[src/rtl/uart_rx_if.sv]
// uart_rx_if -- consumer-side bundle of the UART receiver.
//   rx_data    : received data word (DATA_BITS wide)
//   rx_valid   : rx_data and the error flags are valid
//   rx_ready   : consumer accepts the word when rx_valid & rx_ready
//   parity_err : parity mismatch on the held word
//   frame_err  : a stop bit was sampled low on the held word
//   overrun    : sticky, a frame was dropped because the held word was not taken
//   busy       : receiver is in the middle of a frame
// The receiver connects through modport master; the consumer through slave.
interface uart_rx_if #(
  parameter int DATA_BITS = 8
);
  logic [DATA_BITS-1:0] rx_data;
  logic                 rx_valid;
  logic                 rx_ready;
  logic                 parity_err;
  logic                 frame_err;
  logic                 overrun;
  logic                 busy;

  modport master (
    output rx_data, rx_valid, parity_err, frame_err, overrun, busy,
    input  rx_ready
  );

  modport slave (
    input  rx_data, rx_valid, parity_err, frame_err, overrun, busy,
    output rx_ready
  );
endinterface

[src/rtl/uart_rx_core.sv]
// uart_rx_core -- oversampling UART receiver with a ready/valid output stage.
//   clk : single clock, all logic on the rising edge
//   rst : synchronous, active-low reset
//   si  : asynchronous serial line, idle high, LSB first
//   rx  : uart_rx_if.master -- data word, valid/ready handshake, error flags, busy
// The line is resynchronised, the start bit is confirmed at its midpoint, and
// every following bit is sampled one bit period later. The word and its flags
// are held until accepted; a frame that completes while the held word is still
// pending is dropped and flagged as overrun.
module uart_rx_core #(
  parameter int CLK_FREQ  = 200000000,
  parameter int BAUD_RATE = 115200,
  parameter int DATA_BITS = 8,
  parameter int PARITY    = 0,
  parameter int STOP_BITS = 1
) (
  input  logic clk,
  input  logic rst,
  input  logic si,
  uart_rx_if.master rx
);

  localparam int CLKS_PER_BIT = CLK_FREQ / BAUD_RATE;
  localparam int HALF_BIT     = CLKS_PER_BIT / 2;
  localparam int CW           = $clog2(CLKS_PER_BIT + 1);
  localparam int BW           = $clog2(DATA_BITS + 1);

  localparam logic [CW-1:0] BIT_LAST  = CW'(CLKS_PER_BIT - 1);
  localparam logic [CW-1:0] HALF_LAST = CW'(HALF_BIT - 1);
  localparam logic [BW-1:0] DATA_LAST = BW'(DATA_BITS - 1);
  localparam logic [BW-1:0] STOP_LAST = BW'(STOP_BITS - 1);

  typedef enum logic [2:0] {
    S_IDLE,
    S_START,
    S_DATA,
    S_PARITY,
    S_STOP
  } state_t;

  // Two-flop synchronizer; both flops reset to the idle line level so that
  // leaving reset never looks like a falling edge.
  logic si_meta;
  logic si_sync;

  state_t                state, state_next;
  logic [CW-1:0]         clk_cnt, clk_cnt_next;
  logic [BW-1:0]         bit_cnt, bit_cnt_next;
  logic [DATA_BITS-1:0]  shift, shift_next;
  logic                  par_bit, par_bit_next;
  logic                  ferr_acc, ferr_next;
  logic                  done, done_next;

  logic                  par_calc;
  logic                  par_err_calc;
  logic                  accept;

  // NOTE: every clocked block uses non-blocking assignments so that all
  // registers update from the same pre-edge values; blocking assignments here
  // would make the result depend on statement order.
  always_ff @(posedge clk) begin
    if (!rst) begin
      si_meta <= 1'b1;
      si_sync <= 1'b1;
    end else begin
      si_meta <= si;
      si_sync <= si_meta;
    end
  end

  // NOTE: the shift register is reset along with the control state; it is a
  // handful of flops, and a known value keeps reset behaviour deterministic.
  always_ff @(posedge clk) begin
    if (!rst) begin
      state    <= S_IDLE;
      clk_cnt  <= '0;
      bit_cnt  <= '0;
      shift    <= '0;
      par_bit  <= 1'b0;
      ferr_acc <= 1'b0;
      done     <= 1'b0;
    end else begin
      state    <= state_next;
      clk_cnt  <= clk_cnt_next;
      bit_cnt  <= bit_cnt_next;
      shift    <= shift_next;
      par_bit  <= par_bit_next;
      ferr_acc <= ferr_next;
      done     <= done_next;
    end
  end

  // NOTE: each variable gets a default at the top of the block so that no path
  // through the case leaves it unassigned, which would infer a latch.
  always_comb begin
    state_next   = state;
    clk_cnt_next = clk_cnt;
    bit_cnt_next = bit_cnt;
    shift_next   = shift;
    par_bit_next = par_bit;
    ferr_next    = ferr_acc;
    done_next    = 1'b0;

    unique case (state)
      S_IDLE: begin
        if (!si_sync) begin
          state_next   = S_START;
          clk_cnt_next = '0;
          bit_cnt_next = '0;
          ferr_next    = 1'b0;
        end
      end

      // Confirm the start bit at its midpoint; a high line means a glitch.
      S_START: begin
        if (clk_cnt == HALF_LAST) begin
          clk_cnt_next = '0;
          state_next   = si_sync ? S_IDLE : S_DATA;
        end else begin
          clk_cnt_next = clk_cnt + 1'b1;
        end
      end

      // Shifting in at the MSB end leaves bit i at position i after the last
      // sample, since the line is LSB first.
      S_DATA: begin
        if (clk_cnt == BIT_LAST) begin
          clk_cnt_next = '0;
          shift_next   = {si_sync, shift[DATA_BITS-1:1]};
          if (bit_cnt == DATA_LAST) begin
            bit_cnt_next = '0;
            state_next   = (PARITY != 0) ? S_PARITY : S_STOP;
          end else begin
            bit_cnt_next = bit_cnt + 1'b1;
          end
        end else begin
          clk_cnt_next = clk_cnt + 1'b1;
        end
      end

      S_PARITY: begin
        if (clk_cnt == BIT_LAST) begin
          clk_cnt_next = '0;
          par_bit_next = si_sync;
          state_next   = S_STOP;
        end else begin
          clk_cnt_next = clk_cnt + 1'b1;
        end
      end

      // Return to idle straight after the last stop sample so a back-to-back
      // start bit is caught without waiting for the stop bit to end.
      S_STOP: begin
        if (clk_cnt == BIT_LAST) begin
          clk_cnt_next = '0;
          if (!si_sync) begin
            ferr_next = 1'b1;
          end
          if (bit_cnt == STOP_LAST) begin
            bit_cnt_next = '0;
            state_next   = S_IDLE;
            done_next    = 1'b1;
          end else begin
            bit_cnt_next = bit_cnt + 1'b1;
          end
        end else begin
          clk_cnt_next = clk_cnt + 1'b1;
        end
      end

      default: state_next = S_IDLE;
    endcase
  end

  // XOR over data and received parity bit: odd parity expects 1, even expects 0.
  assign par_calc = (^shift) ^ par_bit;

  always_comb begin
    par_err_calc = 1'b0;
    if (PARITY == 1) begin
      par_err_calc = ~par_calc;
    end else if (PARITY == 2) begin
      par_err_calc = par_calc;
    end
  end

  assign accept  = rx.rx_valid & rx.rx_ready;
  assign rx.busy = (state != S_IDLE);

  // Output holding stage. A completed frame loads when the slot is empty or is
  // being emptied in this very cycle; otherwise it is dropped as an overrun.
  always_ff @(posedge clk) begin
    if (!rst) begin
      rx.rx_data    <= '0;
      rx.rx_valid   <= 1'b0;
      rx.parity_err <= 1'b0;
      rx.frame_err  <= 1'b0;
      rx.overrun    <= 1'b0;
    end else begin
      if (done && (!rx.rx_valid || rx.rx_ready)) begin
        rx.rx_data    <= shift;
        rx.parity_err <= par_err_calc;
        rx.frame_err  <= ferr_acc;
        rx.rx_valid   <= 1'b1;
      end else if (accept) begin
        rx.rx_valid   <= 1'b0;
      end

      if (done && rx.rx_valid && !rx.rx_ready) begin
        rx.overrun <= 1'b1;
      end else if (accept) begin
        rx.overrun <= 1'b0;
      end
    end
  end

endmodule

[src/flat_wrapper.sv]
// flat-port wrapper written by rule: the top's interface ports become plain ports
module uart_rx_core_flat 
#(
  parameter int CLK_FREQ  = 200000000,
  parameter int BAUD_RATE = 115200,
  parameter int DATA_BITS = 8,
  parameter int PARITY    = 0,
  parameter int STOP_BITS = 1
)
  (clk, rst, si, rx_rx_data, rx_rx_valid, rx_parity_err, rx_frame_err, rx_overrun, rx_busy, rx_rx_ready);
  uart_rx_if #(.DATA_BITS(DATA_BITS)) rx_i ();
  input  logic clk;
  input  logic rst;
  input  logic si;
  output wire logic [$bits(rx_i.rx_data)-1:0] rx_rx_data;
  output wire logic [$bits(rx_i.rx_valid)-1:0] rx_rx_valid;
  output wire logic [$bits(rx_i.parity_err)-1:0] rx_parity_err;
  output wire logic [$bits(rx_i.frame_err)-1:0] rx_frame_err;
  output wire logic [$bits(rx_i.overrun)-1:0] rx_overrun;
  output wire logic [$bits(rx_i.busy)-1:0] rx_busy;
  input wire logic [$bits(rx_i.rx_ready)-1:0] rx_rx_ready;
  assign rx_rx_data = rx_i.rx_data;
  assign rx_rx_valid = rx_i.rx_valid;
  assign rx_parity_err = rx_i.parity_err;
  assign rx_frame_err = rx_i.frame_err;
  assign rx_overrun = rx_i.overrun;
  assign rx_busy = rx_i.busy;
  assign rx_i.rx_ready = rx_rx_ready;
  uart_rx_core #(.CLK_FREQ(CLK_FREQ), .BAUD_RATE(BAUD_RATE), .DATA_BITS(DATA_BITS), .PARITY(PARITY), .STOP_BITS(STOP_BITS)) u_core (.clk(clk), .rst(rst), .si(si), .rx(rx_i));
endmodule
[config.mk]
export PLATFORM = sky130hd
export DESIGN_NAME = uart_rx_core_flat
export DESIGN_NICKNAME = d
export VERILOG_FILES = /design/src/rtl/uart_rx_if.sv /design/src/rtl/uart_rx_core.sv /design/src/flat_wrapper.sv
export SDC_FILE = /design/constraint.sdc
export NUM_CORES = 1
export LEC_CHECK = 0
export CAP_MARGIN = 20
export CELL_PAD_IN_SITES_DETAIL_PLACEMENT = 1
export CELL_PAD_IN_SITES_GLOBAL_PLACEMENT = 1
export CORE_UTILIZATION = 49
export CTS_BUF_LIST = sky130_fd_sc_hd__clkbuf_4 sky130_fd_sc_hd__clkbuf_8
export DETAILED_ROUTE_END_ITERATION = 12
export PLACE_DENSITY = 0.95
export SYNTH_ARGS = -nofsm -noshare
export SYNTH_HDL_FRONTEND = slang
export SYNTH_SLANG_ARGS = --single-unit
[constraint.sdc]
create_clock -name clk -period 5.86 [get_ports clk]
set_input_delay 1.172 -clock clk [delete_from_list [all_inputs] [get_ports clk]]
set_output_delay 1.172 -clock clk [all_outputs]
set_load 0.05 [all_outputs]
==> reports/qor.txt, run 1 <==
Initial Util = 0.519
Cell count after synthesis = 216
Hold-fix buffers at CTS = 0
Kind of critical path = reg -> out
CTS Root Cell = clkbuf_8
Rel. slew slack = 0.384
Max-cap violation count = 0
Hold path start = u_core.si_meta$_SDFF_PN1_
Max Used Layer = met4
DR iter-0 viols = 69
Met3 wire len = 130 um
Sequential share of power = 0.517
Number of cells on the critical path = 3
PD cells = 246 nW/um^2
Sw Ratio = 0.222
Core area = 3720 um^2
Tcrit/Tclk final = 0.584
Crit path launch type = register
Critical path's slowest cell = clkdlybuf4s50_1
Cts bufs inserted = 5
Netlist cell types = 47
CTS tree = done
Clock power frac = 0.449
N_diodes = 0
Setup crit end kind = output pin
Setup repair bufs after CTS = 0
Yosys reg bits = 41
Initial antenna violation count = 0
Post-synthesis instance area = 1930 um^2
# setup viols final = 0
Main synth FF type = dfxtp_1
Minimum clock period = 3.42 ns
Metal1 wirelength = 2110 um
Fin nets = 235
Routed WL = 5030 um
Clk buf depth = 2
Die Height = 64.7 um
Crit path largest cell delay = 0.76 ns
Unrepaired setup endpoints after global routing = false
Fmax = 292 MHz
CP Cell Sequence = nor3_1 > inv_1 > clkdlybuf4s50_1
Combinational fraction of design power = 0.035
Fin area = 2210 um^2
CP arrival = 2.25 ns
R2R Path End = u_core.bit_cnt[3]$_SDFFE_PN0P_
Post-synth EDFFs = 0
Max FO, Critical Path = 14
Vias = 1,618
Status = complete, no violations
Final WS setup = 2.44 ns
Worst vdd ir = 165 uV
Internal Power = 0.000424 W
CP startpoint = u_core.state[0]$_SDFFE_PN0P_
Resized cells post-CTS = 0
Final RePlAce weighted congestion = 0.759
Asr flop ratio synth = 0
Net switching power = 0.000121 W
Worst path bufs/invs = 2
Met2 wire length = 2730 um
I/O Buffers = 15
Ports = 17
Cell count of the worst reg-to-reg path = 6
Post-DRT Antenna Nets = 0
Worst EP required = 4.69 ns
Hold_ws = 0.416 ns
Reg2reg start = u_core.clk_cnt[0]$_SDFFE_PN0P_
DP Worst Slack = 2.90 ns
Hold crit path type = reg -> reg
1st-pass router iterations = 4
Synth-to-layout area growth = 14.5%
Final global-route overflow total = 0
Avg Cell Area, Syn = 8.93 um^2
Final TNS setup = 0 ns
Width of the die = 64.7 um
Layout cell share with drive strength beyond 1 = 0.0742
Routed vias/inst = 5.84
Worst clock skew = 0.00888 ns
H-tree depth = 2
DRC violations left = 0
First-pass GRT wire length = 8310 um
Final Hold Fails = 0
Reg clk slew, reported paths = 0.09 ns
Leakage = 0.816 nW
Net Count, Synth = 223
Placed cell area = 2090 um^2
Post-DP HPWL = 3430 um
Family with the most delay on the worst path = buffers and inverters
Ys Warns = 0
Sequential fraction of the synthesis area = 0.426
Worst-Margin Slew = 0.924 ns
Number of global-route vias before repair = 1,718
CP endpoint = rx_busy
Reg2Reg Setup Slack = 3.53 ns
Wire per inst = 18.2 um
Largest net degree at the start of global routing = 31
CTS Sinks = 41
Latest clock arrival within the worst-skew pair = 0.30 ns
DIE AREA = 4190 um^2
Fin. max-slew vios = 0
Standard-cell rows = 22
Tot GR Track Use = 0.263
-- Yosys cell counts (2+ instances only) --
master	n	area, um^2
nand2b_1	5	31.3
buf_4	2	15.0
xnor2_1	3	26.3
inv_1	8	30.0
nor4_1	3	18.8
nand2_1	18	67.6
nor3_1	6	30.0
o21ai_0	7	35.0
mux2i_1	19	190
clkbuf_1	6	22.5
nor3b_1	5	37.5
a21oi_1	11	55.1
a31oi_1	2	12.5
xor2_1	2	17.5
dfxtp_1	41	821
a2111o_1	2	22.5
a211oi_1	2	15.0
ha_1	3	37.5
nand3_1	7	35.0
a32oi_1	2	17.5
nand4_1	3	18.8
o31a_1	2	17.5
o21a_1	2	15.0
nor2_1	31	116
a21o_1	2	15.0
-- cells by family after synthesis --
family | count (synthesis) | synth area share
flip-flops | 41 | 0.426
XOR/XNOR | 5 | 0.0227
other | 1 | 0.00194
AND/OR/NAND/NOR | 92 | 0.253
multiplexers | 19 | 0.0986
adder cells (fa/ha/maj) | 3 | 0.0195
buffers and inverters | 19 | 0.0454
AO/OA/AOI/OAI | 36 | 0.133
-- power groups by stage --
stage	registers, W	clock network (W)	logic, W
2_1_floorplan	0.000287	0	0.0000143
3_3_place_gp	0.000288	0	0.0000179
3_5_place_dp	0.000288	0	0.0000185
4_1_cts	0.000281	0.000247	0.0000189
5_1_grt	0.000282	0.000262	0.0000205
6_report	0.000281	0.000244	0.0000188
-- worst min-delay path by stage --
stage / endpoint / slack, ns / cells past startpoint
after floorplan: u_core.si_sync$_SDFF_PN1_ / 0.39 / 1
after global placement: u_core.si_sync$_SDFF_PN1_ / 0.39 / 1
after detailed placement: u_core.si_sync$_SDFF_PN1_ / 0.40 / 1
after CTS: u_core.si_sync$_SDFF_PN1_ / 0.42 / 1
after global routing: u_core.si_sync$_SDFF_PN1_ / 0.47 / 1
final: u_core.si_sync$_SDFF_PN1_ / 0.42 / 1
-- layer usage --
layer  global-route usage  vias up
li1                     -      785
met1                0.287      803
met2                0.484       23
met3               0.0669        7
met4               0.0889        0
met5                    0        -
-- per-stage QoR --
| stage | utilization | power (W) | std cells |
|---|---|---|---|
| floorplan | - | 0.000301 | 216 |
| global placement | 0.562 | 0.000306 | 269 |
| detailed placement | 0.562 | 0.000306 | 269 |
| CTS | 0.594 | 0.000547 | 277 |
| global route | 0.594 | 0.000564 | 277 |
| finish | 0.594 | 0.000544 | 277 |
-- registers in the layout, summed over array words and instances, names as in the netlist --
signal / flops
u_core.ferr_acc: 1
u_core.shift: 8
u_core.bit_cnt: 4
u_core.clk_cnt: 11
u_core.rx.rx_data: 8
u_core.rx.rx_valid: 1
u_core.rx.frame_err: 1
u_core.done: 1
u_core.state: 3
u_core.rx.overrun: 1
u_core.si_sync: 1
u_core.si_meta: 1
-- cells in the final DEF (no fill, tap or decap), types with 5 or more instances in the layout --
master / count
nor3_1: 6
nor2_1: 31
dfxtp_1: 41
o21ai_0: 7
nand2_1: 18
a21oi_1: 11
nand2b_1: 5
inv_1: 8
nand3_1: 7
clkbuf_8: 6
nor3b_1: 5
clkdlybuf4s50_1: 15
mux2i_1: 19
-- final cells by class --
| class | instances | area (um^2) |
|---|---|---|
| timing repair buffer | 16 | 158 |
| multi-input combinational | 156 | 1020 |
| tap | 48 | 60.1 |
| clock buffer | 6 | 82.6 |
| inverter | 8 | 30.0 |
| fill | 428 | 1510 |
| sequential | 41 | 821 |
| clock inverter | 2 | 37.5 |
(Power assumes the default switching activity.)
==> run 2, diff against run 1 <==
--- a/config.mk
+++ b/config.mk
@@ -8,10 +8,10 @@
 export CAP_MARGIN = 20
 export CELL_PAD_IN_SITES_DETAIL_PLACEMENT = 1
 export CELL_PAD_IN_SITES_GLOBAL_PLACEMENT = 1
-export CORE_UTILIZATION = 49
+export CORE_UTILIZATION = 45
 export CTS_BUF_LIST = sky130_fd_sc_hd__clkbuf_4 sky130_fd_sc_hd__clkbuf_8
 export DETAILED_ROUTE_END_ITERATION = 12
-export PLACE_DENSITY = 0.95
+export PLACE_DENSITY = 0.91
 export SYNTH_ARGS = -nofsm -noshare
 export SYNTH_HDL_FRONTEND = slang
 export SYNTH_SLANG_ARGS = --single-unit
==> constraint.sdc (replaced) <==
create_clock -name clk -period 3.5 [get_ports clk]
set_input_delay 0.7 -clock clk [delete_from_list [all_inputs] [get_ports clk]]
set_output_delay 0.7 -clock clk [all_outputs]
set_load 0.05 [all_outputs]
==> run 2 against run 1 <==
  * First-iteration DRC count is 10% lower
  * Global-route usage down 4.3 points
  * Critical path depth stayed put
  * Critical path type unchanged
==> reports/qor.txt, run 2 (synthesized netlist as in run 1, its figures left out) <==
Internal Power = 0.000691 W
Standard-cell rows = 23
Max-cap violation count = 0
Synth-to-layout area growth = 14.4%
Commonest non-fill, non-tap cell in the layout = dfxtp_1
Max FO, Critical Path = 14
Core area = 4060 um^2
Setup repair bufs after CTS = 0
CP Cell Sequence = nor3_1 > inv_1 > clkdlybuf4s50_1
Combinational fraction of design power = 0.034
N_diodes = 0
H-tree depth = 2
# setup viols final = 0
Wire per inst = 15.7 um
Fin nets = 235
Leakage = 0.812 nW
I/O Buffers = 15
Rel. slew slack = 0.395
Hold_ws = 0.440 ns
Critical path's slowest cell = clkdlybuf4s50_1
Sw Ratio = 0.226
Tcrit/Tclk final = 0.796
Registers with the most flip-flops = u_core.clk_cnt (11), u_core.rx.rx_data (8), u_core.shift (8)
Crit path launch type = register
Family with the most delay on the worst path = buffers and inverters
CTS tree = done
Fmax = 359 MHz
Worst vdd ir = 263 uV
Worst path bufs/invs = 2
Latest clock arrival within the worst-skew pair = 0.30 ns
Final TNS setup = 0 ns
Final RePlAce weighted congestion = 0.790
Reg with most FFs = u_core.clk_cnt
Post-DP HPWL = 3020 um
Post-DRT Antenna Nets = 0
Final global-route overflow total = 0
Final Hold Fails = 0
Largest net degree at the start of global routing = 31
Reg clk slew, reported paths = 0.09 ns
Tot GR Track Use = 0.220
PD cells = 405 nW/um^2
Worst clock skew = 0.00881 ns
Sequential share of power = 0.528
Crit path largest cell delay = 0.83 ns
Clock power frac = 0.438
DIE AREA = 4550 um^2
Hold crit path type = reg -> reg
Kind of critical path = reg -> out
Net switching power = 0.000202 W
Number of global-route vias before repair = 1,602
Most used cells in the layout excluding fill and tap cells = dfxtp_1, nor2_1, mux2i_1, nand2_1, clkdlybuf4s50_1
Max reg flops = 11
Sequential cell area = 821 um^2
Hold-fix buffers at CTS = 0
Minimum clock period = 2.79 ns
Setup crit end kind = output pin
Ports = 17
Die Height = 67.5 um
Status = complete, no violations
CTS Sinks = 41
Cts bufs inserted = 5
Total power = 0.000893 W
Layout Utilization = 0.544
Multi-input logic area = 1020 um^2
1st-pass router iterations = 4
First-pass GRT wire length = 7330 um
Initial antenna violation count = 0
Routed WL = 4380 um
Worst EP required = 2.80 ns
Worst-Margin Slew = 0.906 ns
Initial Util = 0.475
DR iter-0 viols = 62
CTS Root Cell = clkbuf_8
CP arrival = 2.09 ns
Clk buf depth = 2
Width of the die = 67.5 um
Resized cells post-CTS = 0
Fin. max-slew vios = 0
Fill cells = 478
Routed vias/inst = 5.71
Vias = 1,592
Unrepaired setup endpoints after global routing = false
Layout cell share with drive strength beyond 1 = 0.0742
DRC violations left = 0
==> run 2: final timing paths <==
path	from	to	slack, ns	depth (start not counted)
min reg2reg	u_core.si_meta$_SDFF_PN1_	u_core.si_sync$_SDFF_PN1_	0.44	1
max reg2reg	u_core.clk_cnt[0]$_SDFFE_PN0P_	u_core.bit_cnt[3]$_SDFFE_PN0P_	1.26	6
min	u_core.si_meta$_SDFF_PN1_	u_core.si_sync$_SDFF_PN1_	0.44	1
max	u_core.state[1]$_SDFFE_PN0P_	rx_busy	0.71	3
==> run 2: per-layer routing <==
| layer | vias to the layer above | GRT usage | wire length [um] |
|---|---|---|---|
| met3 | 12 | 0.0608 | 148 |
| met1 | 769 | 0.248 | 1980 |
| met4 | 0 | 0.106 | 119 |
| li1 | 784 | - | - |
| met5 | - | 0 | 0 |
| met2 | 27 | 0.378 | 2140 |
==> run 2: layout make-up <==
type	instances	area share
Inverter	8	0.0136
Timing Repair Buffer	16	0.0715
Clock buffer	5	0.0312
Multi-Input combinational cell	156	0.462
Sequential cell	41	0.372
Tap cell	50	0.0284
Clock inverter	3	0.0210
==> run 2: power by group through the flow <==
stage / Sequential, W / Combinational, W / Clock, W
detailed placement: 0.000482 / 0.0000308 / 0
floorplan: 0.000480 / 0.0000240 / 0
global placement: 0.000482 / 0.0000300 / 0
finish: 0.000471 / 0.0000306 / 0.000391
global route: 0.000471 / 0.0000335 / 0.000417
CTS: 0.000471 / 0.0000309 / 0.000398
==> run 2: stage by stage <==
step	area, um^2	setup WS, ns	std cells
after global placement	2090	1.07	271
after CTS	2210	0.704	279
after global routing	2210	0.583	279
after detailed placement	2090	1.04	271
after floorplan	1930	1.43	216
final	2210	0.713	279
